File: src/rtl/mux_pkg.sv
// Shared definitions for the bit-select mux scan controller.
//   SEL_W_DEF : default select width
//   GAP_W     : width of the inter-word idle counter (GAP range 0..15)
//   state_e   : scan controller FSM states
//   data_w()  : derives the data word width from the select width
package mux_pkg;

    localparam int unsigned SEL_W_DEF = 3;
    localparam int unsigned GAP_W     = 4;

    typedef enum logic [1:0] {
        ST_IDLE = 2'd0,
        ST_SCAN = 2'd1,
        ST_GAP  = 2'd2
    } state_e;

    function automatic int unsigned data_w(input int unsigned sel_w);
        return 32'(1) << sel_w;
    endfunction

endpackage

File: src/rtl/mux_scan_ctrl.sv
// Upstream driver for the 2**SEL_W:1 bit-select mux. Takes one word over a
// valid/ready port, holds it on mux_in and steps mux_sel through every index,
// one per clock, so the mux serialises the word.
// Ports:
//   clock, resetn          : clock, async active-low reset
//   s_valid/s_ready/s_data : word input handshake
//   stall                  : freezes scan progress while high
//   mux_in, mux_sel        : mux data word and select
//   scan_vld/first/last    : bit qualifier and word boundary markers
//   done                   : one-cycle pulse after the last bit of a word
module mux_scan_ctrl
    import mux_pkg::*;
#(
    parameter int unsigned SEL_W     = SEL_W_DEF,
    parameter bit          MSB_FIRST = 1'b0,
    parameter int unsigned GAP       = 0,
    localparam int unsigned DATA_W   = data_w(SEL_W)
) (
    input  logic              clock,
    input  logic              resetn,
    input  logic              s_valid,
    output logic              s_ready,
    input  logic [DATA_W-1:0] s_data,
    input  logic              stall,
    output logic [DATA_W-1:0] mux_in,
    output logic [SEL_W-1:0]  mux_sel,
    output logic              scan_vld,
    output logic              scan_first,
    output logic              scan_last,
    output logic              done
);

    localparam logic [SEL_W-1:0] CNT_LAST  = SEL_W'(DATA_W - 1);
    localparam logic [SEL_W-1:0] SEL_START = MSB_FIRST ? SEL_W'(DATA_W - 1) : '0;
    localparam logic [GAP_W-1:0] GAP_LOAD  = GAP_W'(GAP - 1);

    state_e              state_q, state_d;
    logic [SEL_W-1:0]    cnt_q, cnt_d;
    logic [GAP_W-1:0]    gap_q, gap_d;
    logic [DATA_W-1:0]   mux_in_q, mux_in_d;
    logic [SEL_W-1:0]    sel_q, sel_d;
    logic                vld_q, vld_d;
    logic                first_q, first_d;
    logic                last_q, last_d;
    logic                done_q, done_d;
    logic                s_ready_c;
    logic                accept_c;

    // Ready is a decode of registered state (plus stall), held low in reset.
    always_comb begin
        s_ready_c = 1'b0;
        if (resetn) begin
            case (state_q)
                ST_IDLE: s_ready_c = 1'b1;
                ST_SCAN: s_ready_c = (cnt_q == CNT_LAST) && !stall && (GAP == 0);
                default: s_ready_c = 1'b0;
            endcase
        end
    end

    assign accept_c = s_valid && s_ready_c;

    // Next-state and registered-output logic.
    always_comb begin
        state_d  = state_q;
        cnt_d    = cnt_q;
        gap_d    = gap_q;
        mux_in_d = mux_in_q;
        sel_d    = sel_q;
        vld_d    = vld_q;
        first_d  = first_q;
        last_d   = last_q;
        done_d   = 1'b0;

        case (state_q)
            ST_IDLE: begin
                if (accept_c) begin
                    state_d  = ST_SCAN;
                    mux_in_d = s_data;
                    sel_d    = SEL_START;
                    cnt_d    = '0;
                    vld_d    = 1'b1;
                    first_d  = 1'b1;
                    last_d   = 1'b0;
                end
            end
            ST_SCAN: begin
                if (!stall) begin
                    if (cnt_q == CNT_LAST) begin
                        done_d = 1'b1;
                        if (accept_c) begin
                            // Reload without a bubble in scan_vld.
                            mux_in_d = s_data;
                            sel_d    = SEL_START;
                            cnt_d    = '0;
                            vld_d    = 1'b1;
                            first_d  = 1'b1;
                            last_d   = 1'b0;
                        end else begin
                            vld_d   = 1'b0;
                            first_d = 1'b0;
                            last_d  = 1'b0;
                            if (GAP > 0) begin
                                state_d = ST_GAP;
                                gap_d   = GAP_LOAD;
                            end else begin
                                state_d = ST_IDLE;
                            end
                        end
                    end else begin
                        cnt_d   = cnt_q + SEL_W'(1);
                        sel_d   = MSB_FIRST ? (sel_q - SEL_W'(1)) : (sel_q + SEL_W'(1));
                        first_d = 1'b0;
                        last_d  = ((cnt_q + SEL_W'(1)) == CNT_LAST);
                    end
                end
            end
            ST_GAP: begin
                if (gap_q == '0) begin
                    state_d = ST_IDLE;
                end else begin
                    gap_d = gap_q - GAP_W'(1);
                end
            end
            default: begin
                state_d = ST_IDLE;
            end
        endcase
    end

    // State register.
    always_ff @(posedge clock or negedge resetn) begin
        if (!resetn) begin
            state_q  <= ST_IDLE;
            cnt_q    <= '0;
            gap_q    <= '0;
            mux_in_q <= '0;
            sel_q    <= '0;
            vld_q    <= 1'b0;
            first_q  <= 1'b0;
            last_q   <= 1'b0;
            done_q   <= 1'b0;
        end else begin
            state_q  <= state_d;
            cnt_q    <= cnt_d;
            gap_q    <= gap_d;
            mux_in_q <= mux_in_d;
            sel_q    <= sel_d;
            vld_q    <= vld_d;
            first_q  <= first_d;
            last_q   <= last_d;
            done_q   <= done_d;
        end
    end

    assign s_ready    = s_ready_c;
    assign mux_in     = mux_in_q;
    assign mux_sel    = sel_q;
    assign scan_vld   = vld_q;
    assign scan_first = first_q;
    assign scan_last  = last_q;
    assign done       = done_q;

endmodule
File: config.mk
export PLATFORM = sky130hd
export DESIGN_NAME = mux_scan_ctrl
export DESIGN_NICKNAME = d
export VERILOG_FILES = /design/src/rtl/mux_pkg.sv /design/src/rtl/mux_scan_ctrl.sv
export SDC_FILE = /design/constraint.sdc
export NUM_CORES = 1
export LEC_CHECK = 0
export CORE_UTILIZATION = 42
export CTS_BUF_LIST = sky130_fd_sc_hd__clkbuf_8
export CTS_CLUSTER_SIZE = 16
export DETAILED_ROUTE_END_ITERATION = 8
export HOLD_SLACK_MARGIN = 0.15
export PLACE_DENSITY = 0.77
export SLEW_MARGIN = 5
export SYNTH_ARGS = -nofsm -noshare
export SYNTH_HDL_FRONTEND = slang
export SYNTH_SLANG_ARGS = --single-unit
export TNS_END_PERCENT = 5
File: constraint.sdc
create_clock -name clock -period 1.7 [get_ports clock]
set_input_delay 0.425 -clock clock [delete_from_list [all_inputs] [get_ports clock]]
set_output_delay 0.425 -clock clock [all_outputs]
set_load 0.03 [all_outputs]
==> results.md, run 1 <==
- Status: finished with violations
- Violated checks: negative setup slack
- Data required time of the worst path: approximately 1300 ps
- DP Worst Slack: -186.5 ps
- WL per Instance: 13.25 µm
- Die area: roughly 0.0023 mm²
- Startpoint Class: flip-flop
- Class of the worst hold path: flip-flop to flip-flop
- Clock skew: about 1.1 ps
- Hold Path Origin: scan_first$_DFFE_PN0P_
- Remaining routing DRC violations: 0
- Final-report hold violation count: 0
- Initial Utilization: about 44%
- Worst path slowest cell: dfrtp_1
- Clock latency on the worst-skew pair: around 250 ps
- Crit Reg-Reg Startpoint: cnt_q[1]$_DFFE_PN0N_
- Fin Setup TNS: -138.2 ps
- Starting DRC count in detailed routing: 2
- DIE HEIGHT: 47.54 µm
- Max clock buf depth: 2
- Power Total: between 2 and 2.5 mW
- Fin crit share: 108.1%
- Setup WS post-layout: -138.2 ps
- Total core area: 0.001962 mm²
- Maximum number of pins on one net before global-route repair: 19
- P&R area growth vs syn: 53.16%
- Post-layout min period: roughly 1800 ps
- Via count: approximately 700
- Mapped Nets: 86
- Worst slew pin tran: ~330 ps
- Port-buffer cells: 27
- Final setup violation count: 1
- CTS Sinks: 19
- Delay-heaviest family, CP: flip-flops
- Pwr/cell area: approximately 1700 mW/mm²
- Worst path max stage delay: between 300 and 400 ps
- Horiz. Die Dim: roughly 48 µm
- Syn Inst Count: 70
- Normalized max-slew margin: between 70% and 80%
- Routability-driven placement congestion ratio: between 0.7 and 0.8
- I/O pin cnt: 28
- Worst path cell trace: ha_2, ha_4, nand2b_4, nand2_2, and2_4, buf_6
- Nets: 131
- Vias in the first global route: 720
- Total track usage: 19.56%
- Post-layout util: 67.98%
- Drt pass-1 iters: 4
- DP Area: around 0.0012 mm²
- Layout cells sized above 1: between 30% and 40%
- Seq/Total Area, Yosys: about 55%
- CP Max Fanout: 2
- WHS: 476.1 ps
- Clock transition at path regs: approximately 70 ps
- Max cap viols: 0
- H-Tree Depth: 1
- Setup Crit Path Kind: flip-flop to primary output
- Seq cells post-synth: 19
- Row Count: 16
- Final WL: 1868 µm
- Syn. warnings: 0
- Global route overflow: 0
- Setup crit end kind: primary output
- Crit path DAT: approximately 1400 ps
- Drt via density: 4.972
- Commonest non-fill, non-tap cell in the layout: dfrtp_1
- Setup crit start: cnt_q[1]$_DFFE_PN0N_
- Final instance area: roughly 0.0013 mm²
- RSZ-0062 raised after global routing: true
- Ant diodes: 0
- Fmax: 544.0 MHz
- DP Cell Count: about 130
- Worst path bufs/invs: 1
- Average size of a mapped cell: 12.44 µm²
- First-pass GRT wire length: 3036 µm
- Pleak: ~0.70 nW
- CTS tree: yes
- Synthesized cell area: about 870 µm²
- Synth cell types: 26
- Total CTS buffers: 3
- Most frequent cells in the layout: dfrtp_1 (19), buf_4 (15), clkdlybuf4s50_1 (11), dlygate4sd2_1 (11), mux2_2 (6)
- Initial antenna violation count: 0
- Non-filler cells, final: roughly 140
- Final ANT Viol Nets: 0
- Worst ir drop on vdd: approximately 0.0012 V
- CTS root buffer: clkbuf_8
- Post-DP HPWL: approximately 1400 µm
- Slew Limit Fails: 0
kinds of logic after synthesis:
| kind of cell | count (synthesis) | synth area share [%] |
|---|---|---|
| AOI/OAI and AO/OA | 13 | 11.35 |
| xor gates and xnor gates | 2 | 2.012 |
| adders and majority gates | 4 | 5.747 |
| buffers and inverters | 6 | 3.591 |
| DFF | 19 | 54.60 |
| muxes | 8 | 11.21 |
| and+or+nand+nor | 18 | 11.49 |
report_power, final:
group          switching, mW  internal, mW  total [mW]
registers              0.133         0.649       0.781
clock network          0.141         0.160       0.301
logic                  0.630         0.553        1.18
total                  0.904          1.36        2.27
per-layer routing:
metal	up-vias	global-route usage [%]	share of wire [%]
met5	-	0	0
met4	0	5.000	0.64
met3	2	4.906	4.9
met2	25	34.79	51
met1	343	23.68	43
li1	331	-	-
path summary, 6_finish.rpt:
| path | to | slack (ps) | cells after the start |
|---|---|---|---|
| max | s_ready | -140 | 6 |
| min | scan_first$_DFFE_PN0P_ | 480 | 1 |
| max reg2reg | mux_in[6]$_DFFE_PN0P_ | 70 | 7 |
| min reg2reg | scan_first$_DFFE_PN0P_ | 480 | 1 |
| max in group asynchronous | done$_DFF_PN0_ | 910 | 2 |
| min in group asynchronous | mux_in[7]$_DFFE_PN0P_ | 510 | 2 |
worst register-to-register path: stages (launching register included):
cell and delay, ps:
dfrtp_1 350, ha_2 200, ha_4 150, nand2b_4 60
buf_4 140, a21oi_4 150, buf_4 150, mux2_2 330
synthesized netlist by cell type (all sizes together):
| cell | count | area, µm² |
|---|---|---|
| nor3 | 1 | 5.000 |
| and2 | 1 | 6.260 |
| mux2 | 8 | 97.59 |
| nand2 | 6 | 22.52 |
| nand3b | 1 | 7.510 |
| a21o | 1 | 7.510 |
| o22ai | 3 | 18.77 |
| dfrtp | 19 | 475.5 |
| a21bo | 1 | 10.01 |
| buf | 2 | 16.26 |
| a32oi | 1 | 8.760 |
| a21oi | 2 | 21.27 |
| o21ai | 2 | 10.01 |
| nand2b | 3 | 26.27 |
| a22oi | 2 | 15.01 |
| xnor2 | 2 | 17.52 |
| nand3 | 1 | 5.000 |
| nor3b | 1 | 12.51 |
| ha | 4 | 50.05 |
| inv | 4 | 15.01 |
| o21bai | 1 | 7.510 |
| nor2 | 4 | 15.01 |
area by class of cell:
class                   instances  area, µm²
flip-flops and latches         19      475.5
clock buffers                   3      41.29
fillers                       163      628.1
repair buffers                 42      380.4
inverters                       4      15.01
well taps                      27      33.78
clock inverters                 1      3.754
multi-input cells              45      384.1
state kept, by name, indices dropped and copies added, names as in the netlist:
| signal | count |
|---|---|
| mux_in | 8 |
| cnt_q | 3 |
| mux_sel | 3 |
| done | 1 |
| scan_first | 1 |
| scan_last | 1 |
| scan_vld | 1 |
| state_q | 1 |
repair_timing:
action / CTS / global route
gates resized for setup: 17 / 4
hold buffers: 0 / 0
buffers inserted: 3 / 0
pin swaps: 2 / 0
endpoints found under the setup margin: 12 / 5
Power figures use the tool's default switching activity.
==> run 2, diff against run 1 <==
- CAP_MARGIN: not set -> 10
==> results of run 2 <==
No change in the layout: final DEF, timing and power equal those of run 1.
==> run 3, diff against run 2 <==
- CTS_CLUSTER_SIZE: 16 -> not set
==> results of run 3 <==
No change in the layout: final DEF, timing and power equal those of run 1.
